$ cat config.mk
export PLATFORM = sky130hd
export DESIGN_NAME = mem_arbiter_flat
export DESIGN_NICKNAME = d
export VERILOG_FILES = /design/src/rtl/mem_arbiter_if.sv /design/src/rtl/mem_arbiter.sv /design/src/flat_wrapper.sv
export SDC_FILE = /design/constraint.sdc
export NUM_CORES = 1
export LEC_CHECK = 0
export CAP_MARGIN = 15
export CORE_MARGIN = 2
export CORE_UTILIZATION = 41
export CTS_BUF_LIST = sky130_fd_sc_hd__clkbuf_4
export DETAILED_ROUTE_END_ITERATION = 7
export PLACE_DENSITY_LB_ADDON = 0.2
export REMOVE_ABC_BUFFERS = 1
export SLEW_MARGIN = 5
export SYNTH_ARGS = -nofsm -noshare
export SYNTH_HDL_FRONTEND = slang
export SYNTH_SLANG_ARGS = --single-unit
$ cat constraint.sdc
create_clock -name clk -period 2.5 [get_ports clk]
set_clock_uncertainty 0.2 [all_clocks]
set_input_delay 0.25 -clock clk [delete_from_list [all_inputs] [get_ports clk]]
set_output_delay 0.25 -clock clk [all_outputs]
set_load 0.005 [all_outputs]
$ cat src/rtl/mem_arbiter_if.sv
// mem_arbiter_if: bundles the two cache-controller request ports, the shared
// main-memory port and the busy flag of mem_arbiter.
//   core n (n = 1, 2): req/we/addr/wdata in, ack/rdata out (arbiter's view)
//   memory           : mem_addr/mem_data/mem_rden/mem_wren out, mem_q in
//   busy             : arbiter is in any state other than idle
// Modport slave is the arbiter's view; master is the view of the
// environment (cores plus memory) driving it.
interface mem_arbiter_if #(
    parameter int unsigned ADDR_W = 12,
    parameter int unsigned DATA_W = 32
);
    logic              req1;
    logic              we1;
    logic [ADDR_W-1:0] addr1;
    logic [DATA_W-1:0] wdata1;
    logic              ack1;
    logic [DATA_W-1:0] rdata1;

    logic              req2;
    logic              we2;
    logic [ADDR_W-1:0] addr2;
    logic [DATA_W-1:0] wdata2;
    logic              ack2;
    logic [DATA_W-1:0] rdata2;

    logic [ADDR_W-1:0] mem_addr;
    logic [DATA_W-1:0] mem_data;
    logic              mem_rden;
    logic              mem_wren;
    logic [DATA_W-1:0] mem_q;

    logic              busy;

    modport slave (
        input  req1, we1, addr1, wdata1,
        input  req2, we2, addr2, wdata2,
        input  mem_q,
        output ack1, rdata1, ack2, rdata2,
        output mem_addr, mem_data, mem_rden, mem_wren,
        output busy
    );

    modport master (
        output req1, we1, addr1, wdata1,
        output req2, we2, addr2, wdata2,
        output mem_q,
        input  ack1, rdata1, ack2, rdata2,
        input  mem_addr, mem_data, mem_rden, mem_wren,
        input  busy
    );
endinterface

$ cat src/rtl/mem_arbiter.sv
// mem_arbiter: round-robin arbiter between two cache controllers and a single
// port synchronous main memory. Each granted transaction goes
// IDLE -> ISSUE -> (WAIT for reads) -> DONE and returns one ack pulse.
// Ports:
//   clk  rising-edge clock
//   rst  synchronous active-high reset
//   bus  mem_arbiter_if.slave: core 1/2 request ports, memory port, busy
// Parameters: ADDR_W/DATA_W bus widths, READ_LAT memory read latency (1..7)
// counted from the strobe cycle to the cycle mem_q is valid.
module mem_arbiter #(
    parameter int unsigned ADDR_W   = 12,
    parameter int unsigned DATA_W   = 32,
    parameter int unsigned READ_LAT = 1
) (
    input logic          clk,
    input logic          rst,
    mem_arbiter_if.slave bus
);

    typedef enum logic [1:0] {StIdle, StIssue, StWait, StDone} state_e;

    state_e            state_q, state_d;
    logic              last2_q, last2_d;   // 1: core 2 was granted last
    logic              gnt2_q, gnt2_d;     // 1: current grant belongs to core 2
    logic              we_q, we_d;
    logic [2:0]        cnt_q, cnt_d;
    // mem_addr/mem_data double as the latched request fields; they are only
    // loaded on a grant, so they also hold their value outside ISSUE/WAIT.
    logic [ADDR_W-1:0] mem_addr_q, mem_addr_d;
    logic [DATA_W-1:0] mem_data_q, mem_data_d;
    logic              mem_rden_q, mem_rden_d;
    logic              mem_wren_q, mem_wren_d;
    logic              ack1_q, ack1_d;
    logic              ack2_q, ack2_d;
    logic [DATA_W-1:0] rdata1_q, rdata1_d;
    logic [DATA_W-1:0] rdata2_q, rdata2_d;
    logic              pick2;

    always_comb begin
        state_d    = state_q;
        last2_d    = last2_q;
        gnt2_d     = gnt2_q;
        we_d       = we_q;
        cnt_d      = cnt_q;
        mem_addr_d = mem_addr_q;
        mem_data_d = mem_data_q;
        mem_rden_d = 1'b0;
        mem_wren_d = 1'b0;
        ack1_d     = 1'b0;
        ack2_d     = 1'b0;
        rdata1_d   = rdata1_q;
        rdata2_d   = rdata2_q;
        pick2      = 1'b0;

        unique case (state_q)
            StIdle: begin
                if (bus.req1 || bus.req2) begin
                    // On a tie the port that was not served last wins.
                    pick2      = bus.req2 && (!bus.req1 || !last2_q);
                    gnt2_d     = pick2;
                    last2_d    = pick2;
                    we_d       = pick2 ? bus.we2 : bus.we1;
                    mem_addr_d = pick2 ? bus.addr2 : bus.addr1;
                    mem_data_d = pick2 ? bus.wdata2 : bus.wdata1;
                    // Strobes are registered, so they are raised on entry
                    // to ISSUE and fall again on its exit.
                    mem_wren_d = we_d;
                    mem_rden_d = !we_d;
                    state_d    = StIssue;
                end
            end
            StIssue: begin
                if (we_q) begin
                    ack1_d  = !gnt2_q;
                    ack2_d  = gnt2_q;
                    state_d = StDone;
                end else begin
                    cnt_d   = 3'(READ_LAT);
                    state_d = StWait;
                end
            end
            StWait: begin
                cnt_d = cnt_q - 3'd1;
                if (cnt_q == 3'd1) begin
                    if (gnt2_q) begin
                        rdata2_d = bus.mem_q;
                    end else begin
                        rdata1_d = bus.mem_q;
                    end
                    ack1_d  = !gnt2_q;
                    ack2_d  = gnt2_q;
                    state_d = StDone;
                end
            end
            StDone: begin
                state_d = StIdle;
            end
            default: begin
                state_d = StIdle;
            end
        endcase
    end

    always_ff @(posedge clk) begin
        if (rst) begin
            state_q    <= StIdle;
            last2_q    <= 1'b1;
            gnt2_q     <= 1'b0;
            we_q       <= 1'b0;
            cnt_q      <= '0;
            mem_addr_q <= '0;
            mem_data_q <= '0;
            mem_rden_q <= 1'b0;
            mem_wren_q <= 1'b0;
            ack1_q     <= 1'b0;
            ack2_q     <= 1'b0;
            rdata1_q   <= '0;
            rdata2_q   <= '0;
        end else begin
            state_q    <= state_d;
            last2_q    <= last2_d;
            gnt2_q     <= gnt2_d;
            we_q       <= we_d;
            cnt_q      <= cnt_d;
            mem_addr_q <= mem_addr_d;
            mem_data_q <= mem_data_d;
            mem_rden_q <= mem_rden_d;
            mem_wren_q <= mem_wren_d;
            ack1_q     <= ack1_d;
            ack2_q     <= ack2_d;
            rdata1_q   <= rdata1_d;
            rdata2_q   <= rdata2_d;
        end
    end

    assign bus.ack1     = ack1_q;
    assign bus.ack2     = ack2_q;
    assign bus.rdata1   = rdata1_q;
    assign bus.rdata2   = rdata2_q;
    assign bus.mem_addr = mem_addr_q;
    assign bus.mem_data = mem_data_q;
    assign bus.mem_rden = mem_rden_q;
    assign bus.mem_wren = mem_wren_q;
    assign bus.busy     = (state_q != StIdle);

endmodule

$ cat src/flat_wrapper.sv
// flat-port wrapper written by rule: the top's interface ports become plain ports
module mem_arbiter_flat 
#(
    parameter int unsigned ADDR_W   = 12,
    parameter int unsigned DATA_W   = 32,
    parameter int unsigned READ_LAT = 1
)
  (clk, rst, bus_req1, bus_we1, bus_addr1, bus_wdata1, bus_req2, bus_we2, bus_addr2, bus_wdata2, bus_mem_q, bus_ack1, bus_rdata1, bus_ack2, bus_rdata2, bus_mem_addr, bus_mem_data, bus_mem_rden, bus_mem_wren, bus_busy);
  mem_arbiter_if #(.ADDR_W(ADDR_W), .DATA_W(DATA_W)) bus_i ();
  input logic clk;
  input logic rst;
  input wire logic [$bits(bus_i.req1)-1:0] bus_req1;
  input wire logic [$bits(bus_i.we1)-1:0] bus_we1;
  input wire logic [$bits(bus_i.addr1)-1:0] bus_addr1;
  input wire logic [$bits(bus_i.wdata1)-1:0] bus_wdata1;
  input wire logic [$bits(bus_i.req2)-1:0] bus_req2;
  input wire logic [$bits(bus_i.we2)-1:0] bus_we2;
  input wire logic [$bits(bus_i.addr2)-1:0] bus_addr2;
  input wire logic [$bits(bus_i.wdata2)-1:0] bus_wdata2;
  input wire logic [$bits(bus_i.mem_q)-1:0] bus_mem_q;
  output wire logic [$bits(bus_i.ack1)-1:0] bus_ack1;
  output wire logic [$bits(bus_i.rdata1)-1:0] bus_rdata1;
  output wire logic [$bits(bus_i.ack2)-1:0] bus_ack2;
  output wire logic [$bits(bus_i.rdata2)-1:0] bus_rdata2;
  output wire logic [$bits(bus_i.mem_addr)-1:0] bus_mem_addr;
  output wire logic [$bits(bus_i.mem_data)-1:0] bus_mem_data;
  output wire logic [$bits(bus_i.mem_rden)-1:0] bus_mem_rden;
  output wire logic [$bits(bus_i.mem_wren)-1:0] bus_mem_wren;
  output wire logic [$bits(bus_i.busy)-1:0] bus_busy;
  assign bus_i.req1 = bus_req1;
  assign bus_i.we1 = bus_we1;
  assign bus_i.addr1 = bus_addr1;
  assign bus_i.wdata1 = bus_wdata1;
  assign bus_i.req2 = bus_req2;
  assign bus_i.we2 = bus_we2;
  assign bus_i.addr2 = bus_addr2;
  assign bus_i.wdata2 = bus_wdata2;
  assign bus_i.mem_q = bus_mem_q;
  assign bus_ack1 = bus_i.ack1;
  assign bus_rdata1 = bus_i.rdata1;
  assign bus_ack2 = bus_i.ack2;
  assign bus_rdata2 = bus_i.rdata2;
  assign bus_mem_addr = bus_i.mem_addr;
  assign bus_mem_data = bus_i.mem_data;
  assign bus_mem_rden = bus_i.mem_rden;
  assign bus_mem_wren = bus_i.mem_wren;
  assign bus_busy = bus_i.busy;
  mem_arbiter #(.ADDR_W(ADDR_W), .DATA_W(DATA_W), .READ_LAT(READ_LAT)) u_core (.clk(clk), .rst(rst), .bus(bus_i));
endmodule
==> run metrics <==
status=complete, no violations; Reg2Reg Setup Slack=0.47 ns; post-synth top area share=51.3%; Vias=4982; Reg2Reg Depth=6; top post-synthesis cells by count=nand2_1 (174), a21oi_1 (155), dfxtp_1 (120); Clk Latency, worst-skew pair=0.53 ns; WP buf/inv=3; Final Power=6.15 mW; CTS Buf Count=17; Post-Syn Area per Cell=7.92 um^2; most common cell in the netlist=nand2_1; flops & latches, synth=120; # IOs=239; Starting Density=41.6%; Non-Filler Instances=968; measured slew at the worst slew-check pin=0.724 ns; n_diodes=0; Worst path top cell family by delay=buffers and inverters; CP startpoint kind=flip-flop; Max-cap violations=0; register area share after synthesis=51.3%; cell mode on critical path=inv_1; die height=111 um; Pwr per Cell Area=822 nW/um^2; Pins Over Slew Limit=0; Slowest-stage cell, CP=clkdlybuf4s50_1; htree depth=4; Max Freq=434 MHz; initial antenna violation count=0; Reg-to-Reg Start=u_core.state_q[0]; Reg-to-Reg End=u_core.bus.rdata1[11]; remaining routing DRC violations=0; Crit path arrival time=1.85 ns; wire per inst=15.3 um; CP max FO=7; crit end category=output pin; Synth area leader=dfxtp_1; Syn Inst Count=592; grt ovf=0; Final min period=2.30 ns; Cell Area, Synth=4690 um^2; WP data required=2.05 ns; Post-Place Cells=937; placed instance area=7150 um^2; largest net degree at the start of global routing=72; CTS tree=yes; Final Wtd Congestion=0.818; Final setup viols=0; critical-path cell list=inv_1, ha_2, inv_1, clkdlybuf4s50_1; post-route ant nets=0; DP HPWL=10.1 mm; die area=12300 um^2; I/O Buffers=238; CTS max path bufs=2; slew margin rel.=51.8%; clock sink total=120; Setup CP Type=reg -> out; Hold Path Class=in -> reg; DR pass1 iterations=4; vias per cell=5.15; cell area after layout=7480 um^2; Post-Route WL=14.8 mm; final hold viol count=0; worst hold slack=0.0599 ns; nets=945; min-delay src=bus_addr1[0]; Core Box Area=11300 um^2; crit-path max cell delay=0.50 ns; EDFF count, synth=0; vias in the first global route=4778; setup TNS=0 ns; asr flop ratio synth=0%; Yosys Warn Count=0; Netlist cell types=37; leak pwr=2.75 nW; first-pass GRT wire length=23.5 mm; RSZ-0062 raised after global routing=no; top post-synthesis cells by area=dfxtp_1 (51%), a21oi_1 (17%), nand2_1 (14%); Die Wd=111 um; Hold Path Sink=u_core.bus.mem_addr[0]; clock slew at reported path FFs=0.10 ns; Tot GR Track Use=23.8%; Peak VDD IR=0.667 mV; fraction of layout cells with a size suffix above 1=5.45%; Most used DFF post-synth=dfxtp_1; Hold Path Depth=3; clock root cell=clkbuf_4; Core Rows=39; Area Growth Syn to Fin=59.6%; Final period util=92.2%; drt initial violations=278
==> metrics by stage <==
step | worst slack (ns) | utilization [%]
2_1_floorplan | 0.449 | -
3_3_place_gp | 0.613 | 63.4
3_5_place_dp | 0.487 | 63.4
4_1_cts | 0.0473 | 66.3
5_1_grt | 0.0738 | 66.4
6_report | 0.195 | 66.4
==> kinds of logic after synthesis <==
| logic type | Yosys count | share of synthesized area [%] |
|---|---|---|
| and+or+nand+nor | 197 | 17.3 |
| buffers and inverters | 55 | 5.71 |
| AOI/OAI and AO/OA | 212 | 23.7 |
| DFF | 120 | 51.3 |
| muxes | 2 | 0.427 |
| adders and majority gates | 6 | 1.60 |
==> what timing repair did <==
action | in CTS | in global routing
gates resized for setup | 0 | 1
setup buffers | 0 | 0
endpoints found under the setup margin | 0 | 1
hold buffers | 0 | 0
==> layer usage <==
layer	part of all wire, %	global-route usage, %
met5	0	0
met1	41	27.4
met2	47	38.7
met3	10	10.1
met4	2.2	10.3
==> flip-flops by register name, summed over array words and instances (netlist names), 2 cells and up <==
name,cells
u_core.bus.rdata2,32
u_core.bus.mem_data,32
u_core.state_q,2
u_core.bus.mem_addr,12
u_core.bus.rdata1,32
u_core.cnt_q,3
==> report_power, final <==
group	internal, mW	switching (mW)
registers	2.27	0.196
clock network	0.909	0.687
logic	1.13	0.953
total	4.31	1.84
==> layout by cell type, fill, tap and decap left out, types with 3 or more instances in the layout <==
cell and n:
dfxtp_1 120, o21ai_1 9, buf_4 8, nand2b_1 3, nor2_1 3, clkbuf_4 20, inv_1 7, buf_12 4
clkinv_1 3, a21oi_1 155, clkdlybuf4s50_1 237, bufinv_16 5, and3_1 3, nand2_1 174, o21ai_0 37, ha_1 5
nor3_1 4
==> tightest hold or removal path, stage by stage <==
cell             delay (ns)
clkdlybuf4s50_1        0.39
nand2_1                0.06
a21oi_1                0.05
==> how the worst max path moves through the flow <==
stage | startpoint | end | cells past startpoint
6_report | u_core.state_q[0] | bus_busy | 4
5_1_grt | u_core.state_q[0] | bus_busy | 4
4_1_cts | u_core.state_q[0] | bus_busy | 4
3_5_place_dp | bus_req1 | u_core.state_q[0] | 4
2_1_floorplan | u_core.state_q[0] | u_core.bus.rdata1[0] | 5
3_3_place_gp | bus_req1 | u_core.state_q[0] | 4
==> final cells by class <==
cell class              instances  area, um^2
multi-input cells             417        2030
repair buffers                250        2520
inverters                       7        26.3
clock buffers                  20         150
well taps                     143         179
fillers                       958        3790
clock inverters                11         179
flip-flops and latches        120        2400
No activity file was read; power rests on OpenSTA's default activity.
